==> config.mk <==
export PLATFORM = sky130hd
export DESIGN_NAME = demux_sequencer
export DESIGN_NICKNAME = d
export VERILOG_FILES = /design/src/rtl/demux_sequencer.sv
export SDC_FILE = /design/constraint.sdc
export NUM_CORES = 1
export LEC_CHECK = 0
export CORE_ASPECT_RATIO = 1.5
export CORE_MARGIN = 4
export CORE_UTILIZATION = 44
export DETAILED_ROUTE_END_ITERATION = 6
export GPL_TIMING_DRIVEN = 0
export PLACE_DENSITY_LB_ADDON = 0.25
export SLEW_MARGIN = 20
export SYNTH_ARGS = -nofsm -noshare
export SYNTH_HDL_FRONTEND = slang
export SYNTH_SLANG_ARGS = --single-unit
export TNS_END_PERCENT = 100
==> constraint.sdc <==
create_clock -name CK -period 2.21 [get_ports CK]
set_clock_uncertainty 0.15 [all_clocks]
set_input_delay 0.5525 -clock CK [delete_from_list [all_inputs] [get_ports CK]]
set_output_delay 0.5525 -clock CK [all_outputs]
set_load 0.005 [all_outputs]
==> src/rtl/demux_sequencer.sv <==
// Sweeps one captured data word across a run of demux outputs,
// presenting one (I, S) delivery per cycle with pause and abort.
module demux_sequencer #(
  parameter int NUMOUT = 8,
  parameter int SW     = 3,
  parameter int IW     = 8
) (
  input  logic          CK,
  input  logic          CLR,
  input  logic          GO,
  input  logic          HOLD,
  input  logic          ABORT,
  input  logic [IW-1:0] D,
  input  logic [SW-1:0] FIRST,
  input  logic [SW:0]   CNT,
  output logic [IW-1:0] I,
  output logic [SW-1:0] S,
  output logic          EN,
  output logic          BUSY,
  output logic          DONE
);

  localparam logic [SW:0] LN   = (SW+1)'(NUMOUT);
  localparam logic [SW:0] LAST = (SW+1)'(NUMOUT - 1);
  localparam logic [SW:0] ONE  = (SW+1)'(1);

  typedef enum logic [1:0] {
    ST_IDLE,
    ST_RUN,
    ST_PAUSE
  } state_t;

  state_t        r_st;
  logic [SW:0]   r_rem;
  logic [IW-1:0] r_i;
  logic [SW-1:0] r_s;
  logic          r_en;
  logic          r_busy;
  logic          r_done;

  logic          w_start;
  logic [SW-1:0] w_first;
  logic [SW:0]   w_len;
  logic [SW-1:0] w_s_nxt;
  logic          w_last;

  assign w_start = GO & ~ABORT & (CNT != '0);
  assign w_first = ({1'b0, FIRST} >= LN) ? '0 : FIRST;
  assign w_len   = (CNT > LN) ? LN : CNT;
  assign w_last  = (r_rem == ONE);
  // wrap keeps S inside the populated outputs
  assign w_s_nxt = ({1'b0, r_s} == LAST) ? '0 : r_s + 1'b1;

  always_ff @(posedge CK or negedge CLR) begin
    if (!CLR) begin
      r_st   <= ST_IDLE;
      r_rem  <= '0;
      r_i    <= '0;
      r_s    <= '0;
      r_en   <= 1'b0;
      r_busy <= 1'b0;
      r_done <= 1'b0;
    end else begin
      r_done <= 1'b0;
      unique case (r_st)
        ST_IDLE: begin
          if (w_start) begin
            r_st   <= ST_RUN;
            r_i    <= D;
            r_s    <= w_first;
            r_rem  <= w_len;
            r_en   <= 1'b1;
            r_busy <= 1'b1;
          end
        end
        ST_RUN: begin
          if (ABORT) begin
            r_st   <= ST_IDLE;
            r_s    <= '0;
            r_rem  <= '0;
            r_en   <= 1'b0;
            r_busy <= 1'b0;
          end else if (HOLD) begin
            r_st <= ST_PAUSE;
            r_en <= 1'b0;
          end else if (w_last) begin
            r_st   <= ST_IDLE;
            r_s    <= '0;
            r_rem  <= '0;
            r_en   <= 1'b0;
            r_busy <= 1'b0;
            r_done <= 1'b1;
          end else begin
            r_rem <= r_rem - ONE;
            r_s   <= w_s_nxt;
          end
        end
        ST_PAUSE: begin
          if (ABORT) begin
            r_st   <= ST_IDLE;
            r_s    <= '0;
            r_rem  <= '0;
            r_en   <= 1'b0;
            r_busy <= 1'b0;
          end else if (!HOLD) begin
            r_st <= ST_RUN;
            r_en <= 1'b1;
          end
        end
        default: begin
          r_st   <= ST_IDLE;
          r_s    <= '0;
          r_rem  <= '0;
          r_en   <= 1'b0;
          r_busy <= 1'b0;
        end
      endcase
    end
  end

  assign I    = r_i;
  assign S    = r_s;
  assign EN   = r_en;
  assign BUSY = r_busy;
  assign DONE = r_done;

endmodule

==> report_table.html <==
<table>
<tr><th>Metric</th><th>Value</th></tr>
<tr><th colspan="2">Outcome</th></tr>
<tr><td>Outcome</td><td>complete, no violations</td></tr>
<tr><th colspan="2">Flow run</th></tr>
<tr><td>Count of max-cap constraint violations</td><td>0</td></tr>
<tr><th colspan="2">Timing</th></tr>
<tr><td>Total count of max-transition violations in the final report</td><td>0</td></tr>
<tr><td>Relative slew margins</td><td>0.421</td></tr>
<tr><td>Share of the clock period used by the worst path</td><td>0.952</td></tr>
<tr><td>Final-layout setup total negative slack</td><td>0 ns</td></tr>
<tr><td>Achievable frequency</td><td>0.475 GHz</td></tr>
<tr><td>Transition at the pin with the smallest max-transition slack</td><td>between 0.8 and 0.9 ns</td></tr>
<tr><td>Post-route minimum period</td><td>~2.1 ns</td></tr>
<tr><td>Unrepaired setup endpoints after global routing</td><td>no</td></tr>
<tr><td>Final number of setup-violating endpoints</td><td>0</td></tr>
<tr><td>Worst path setup slack after routing</td><td>about 0.11 ns</td></tr>
<tr><td>Hold Fails Final Rpt</td><td>0</td></tr>
<tr><th colspan="2">Clock network</th></tr>
<tr><td>Clock transition at the registers of the reported paths</td><td>approximately 0.10 ns</td></tr>
<tr><td>Number of H-tree levels</td><td>1</td></tr>
<tr><td>Count of hold-fix buffers inserted at cts</td><td>0</td></tr>
<tr><td>CTS tree</td><td>built</td></tr>
<tr><td>TritonCTS Buffers</td><td>3</td></tr>
<tr><td>Clk sink count</td><td>20</td></tr>
<tr><td>Number of buffers on the longest clock path</td><td>2</td></tr>
<tr><td>Buffer cell driving the clock tree root</td><td>sky130_fd_sc_hd__clkbuf_4</td></tr>
<tr><td>Clock insertion delay at the later pin of the skew report</td><td>around 0.29 ns</td></tr>
<tr><th colspan="2">Pwr</th></tr>
<tr><td>Leakage power of the design</td><td>0.617 nW</td></tr>
<tr><td>Worst vdd rail ir drop</td><td>around 470 uV</td></tr>
<tr><td>Final Power</td><td>around 1.1 mW</td></tr>
<tr><td>P per Cell Area</td><td>772 mW/mm2</td></tr>
<tr><th colspan="2">Setup path</th></tr>
<tr><td>Maximum net fanout on the critical path</td><td>6</td></tr>
<tr><td>Critical-path top delay cell</td><td>sky130_fd_sc_hd__or4_1</td></tr>
<tr><td>Cell class contributing the biggest share of worst-path delay</td><td>simple AND/OR/NAND/NOR gates</td></tr>
<tr><td>Crit path cell chain</td><td>clkdlybuf4s50_1 -&gt; or4_1 -&gt; a22oi_1 -&gt; nor2_1 -&gt; a41o_1</td></tr>
<tr><td>WS Path Type</td><td>in2reg</td></tr>
<tr><td>Critical path capture point type</td><td>register</td></tr>
<tr><td>Worst setup SP type</td><td>input pin</td></tr>
<tr><td>Largest stage delay, worst path</td><td>about 0.59 ns</td></tr>
<tr><td>Endpoint arrival time on the critical path</td><td>approximately 2.1 ns</td></tr>
<tr><td>Buf/Inv on CP</td><td>1</td></tr>
<tr><td>Required time at the endpoint of the critical path</td><td>around 2.2 ns</td></tr>
<tr><th colspan="2">Drt</th></tr>
<tr><td>Uppermost layer routed</td><td>met4</td></tr>
<tr><td>Routed wire per std cell</td><td>approximately 16 um</td></tr>
<tr><td>Total detailed-routing wirelength</td><td>2560 um</td></tr>
<tr><td>Final antenna-violating net count</td><td>0</td></tr>
<tr><td>Number of design-rule violations left by the first detailed-router iteration</td><td>18</td></tr>
<tr><td>DRC violation count after routing</td><td>0</td></tr>
<tr><td>Via count</td><td>between 900 and 1000</td></tr>
<tr><td>Routed vias/inst</td><td>about 5.8</td></tr>
<tr><td>Met3 Wirelength</td><td>125 um</td></tr>
<tr><td>Met2 wirelength from detailed routing</td><td>roughly 1300 um</td></tr>
<tr><td>Met1 routed wirelength after detailed routing</td><td>about 1100 um</td></tr>
<tr><td>First-pass iteration count of the detailed router</td><td>2</td></tr>
<tr><th colspan="2">Layout</th></tr>
<tr><td>Fraction of final layout cells sized beyond drive strength 1</td><td>0.141</td></tr>
<tr><td>Final Net Count</td><td>between 150 and 200</td></tr>
<tr><td># fillers</td><td>198</td></tr>
<tr><td>Count of non-filler cells in the finished layout</td><td>~160</td></tr>
<tr><td>Utilization after layout</td><td>0.640</td></tr>
<tr><td>Most common cell after layout, fill and taps aside</td><td>sky130_fd_sc_hd__clkdlybuf4s50_1</td></tr>
<tr><td>Layout-stage area growth over the synthesis result</td><td>37.2%</td></tr>
<tr><td>Most frequent cells in the layout</td><td>sky130_fd_sc_hd__clkdlybuf4s50_1 (33), sky130_fd_sc_hd__dfrtp_1 (20), sky130_fd_sc_hd__nor2_1 (10), sky130_fd_sc_hd__mux2_2 (8)</td></tr>
<tr><td>Diodes inserted</td><td>0</td></tr>
<tr><th colspan="2">Global route</th></tr>
<tr><td>Maximum number of pins on one net before global-route repair</td><td>21</td></tr>
<tr><td>Global-route wire length before repair</td><td>4150 um</td></tr>
<tr><td>Initial antenna violation count</td><td>0</td></tr>
<tr><td>Via count of the first global-routing pass</td><td>a little under 1000</td></tr>
<tr><td>GRT Residual Overflow</td><td>0</td></tr>
<tr><td>Tot GR Track Use</td><td>0.174</td></tr>
<tr><th colspan="2">Floorplan</th></tr>
<tr><td>Floorplan core area</td><td>approximately 0.0023 mm2</td></tr>
<tr><td>Initial Util</td><td>0.467</td></tr>
<tr><td>Floorplan row count</td><td>21</td></tr>
<tr><td>DIE AREA</td><td>around 0.0033 mm2</td></tr>
<tr><td>I/O pin cnt</td><td>34</td></tr>
<tr><td>Die height</td><td>68.3 um</td></tr>
<tr><td>Die X</td><td>approximately 48 um</td></tr>
<tr><th colspan="2">Placement</th></tr>
<tr><td>Pre-CTS setup slack</td><td>-0.353 ns</td></tr>
<tr><td>Final RePlAce weighted congestion</td><td>roughly 0.86</td></tr>
<tr><td>Count of placed standard cells including taps</td><td>between 150 and 200</td></tr>
<tr><td>IO Port Bufs</td><td>33</td></tr>
<tr><td>HPWL after DPL</td><td>roughly 2000 um</td></tr>
<tr><th colspan="2">Synthesis</th></tr>
<tr><td>Part of the Yosys area used for sequential elements</td><td>0.469</td></tr>
<tr><td>Post-synth top area cell</td><td>sky130_fd_sc_hd__dfrtp_1</td></tr>
<tr><td>Post-synthesis cell type count</td><td>31</td></tr>
<tr><td>Top cells by area in the synthesized netlist</td><td>sky130_fd_sc_hd__dfrtp_1 (47%), sky130_fd_sc_hd__mux2_2 (8.4%), sky130_fd_sc_hd__ha_1 (4.7%)</td></tr>
<tr><td>Number of nets produced by synthesis</td><td>approximately 120</td></tr>
<tr><td>Gate count of the mapped netlist</td><td>98</td></tr>
<tr><td>Synthesized area</td><td>around 0.0011 mm2</td></tr>
<tr><td>Number of register bits inferred by synthesis</td><td>20</td></tr>
<tr><td>Area share of the largest cell type after synthesis</td><td>0.469</td></tr>
<tr><td>Per-instance average area after synthesis</td><td>roughly 11 um2</td></tr>
<tr><td>Synth Warn #</td><td>0</td></tr>
<tr><th colspan="2">Hold path</th></tr>
<tr><td>Worst min-delay path category</td><td>reg2reg</td></tr>
</table>
## power by group
group,internal (mW),switching [mW]
sequential,0.455,0.0645
clock,0.0633,0.102
combinational,0.259,0.186
## cell families after synthesis
| kind of cell | Yosys count | share of synthesized area |
|---|---|---|
| mux | 10 | 0.103 |
| compound gates | 27 | 0.176 |
| simple gates | 27 | 0.163 |
| flops | 20 | 0.469 |
| buf+inv | 9 | 0.0340 |
| fa+ha+maj | 4 | 0.0469 |
| xor+xnor | 1 | 0.00821 |
## flip-flops by register name, indices dropped and copies added, names as in the netlist
signal and flops:
EN 1, r_rem 4, S 3, r_st 2, BUSY 1, I 8, DONE 1
## timing repair
action	4_1_cts	5_1_grt
buffers inserted	0	1
pin swaps	1	1
resized for setup	1	1
hold endpoints to repair	0	0
setup endpoints to repair	10	6
gates cloned	0	0
## metrics by stage
stage,instance area [um2],hold slack (ns)
final,1460,0.343
after global routing,1460,0.384
after CTS,1450,0.349
after detailed placement,1430,0.320
after global placement,1430,0.316
after floorplan,1070,0.107
## worst paths after layout
check / startpoint / endpoint / slack (ns) / cells past startpoint
max in group asynchronous: CLR / I[1]$_DFFE_PN0P_ / 0.78 / 1
max reg2reg: r_st[1]$_DFFE_PN0P_ / r_rem[1]$_DFFE_PN0P_ / 0.32 / 5
min: EN$_DFFE_PN0P_ / EN$_DFFE_PN0P_ / 0.34 / 1
min in group asynchronous: CLR / BUSY$_DFFE_PN0P_ / 0.60 / 1
max: CNT[3] / r_st[0]$_DFFE_PN0P_ / 0.11 / 5
min reg2reg: EN$_DFFE_PN0P_ / EN$_DFFE_PN0P_ / 0.34 / 1
## routing by layer
metal,GRT usage,vias to the layer above
li1,-,441
met4,0.0640,0
met2,0.299,23
met3,0.0263,5
met5,0,-
met1,0.208,447
## area by class of cell
cell class,count,area [um2],area share
multi-input cells,69,538,0.368
flip-flops and latches,20,500,0.342
repair buffers,34,338,0.231
well taps,23,28.8,0.0197
clock buffers,3,22.5,0.0154
inverters,6,22.5,0.0154
plain buffers,3,13.8,0.00940
## cell usage after synthesis
| cell type | n |
|---|---|
| sky130_fd_sc_hd__nor3_1 | 1 |
| sky130_fd_sc_hd__xnor2_1 | 1 |
| sky130_fd_sc_hd__o41ai_1 | 1 |
| sky130_fd_sc_hd__inv_1 | 6 |
| sky130_fd_sc_hd__mux2i_1 | 2 |
| sky130_fd_sc_hd__or4_1 | 1 |
| sky130_fd_sc_hd__a21oi_1 | 2 |
| sky130_fd_sc_hd__and3_1 | 1 |
| sky130_fd_sc_hd__nor4_1 | 1 |
| sky130_fd_sc_hd__nor4_2 | 1 |
| sky130_fd_sc_hd__nor4_4 | 1 |
| sky130_fd_sc_hd__a21oi_2 | 2 |
| sky130_fd_sc_hd__or3b_1 | 1 |
| sky130_fd_sc_hd__a41o_1 | 1 |
| sky130_fd_sc_hd__o2bb2ai_1 | 3 |
| sky130_fd_sc_hd__ha_1 | 4 |
| sky130_fd_sc_hd__nor2_2 | 1 |
| sky130_fd_sc_hd__nor4b_1 | 1 |
| sky130_fd_sc_hd__buf_2 | 2 |
| sky130_fd_sc_hd__nand2b_1 | 2 |
| sky130_fd_sc_hd__nor3b_1 | 5 |
| sky130_fd_sc_hd__dfrtp_1 | 20 |
| sky130_fd_sc_hd__a21o_1 | 3 |
| sky130_fd_sc_hd__a32oi_1 | 1 |
| sky130_fd_sc_hd__nor2_1 | 10 |
| sky130_fd_sc_hd__o21ai_0 | 7 |
| sky130_fd_sc_hd__clkbuf_1 | 1 |
| sky130_fd_sc_hd__a22oi_1 | 4 |
| sky130_fd_sc_hd__nand2_1 | 1 |
| sky130_fd_sc_hd__a31oi_1 | 3 |
| sky130_fd_sc_hd__mux2_2 | 8 |
(Power assumes the default switching activity.)
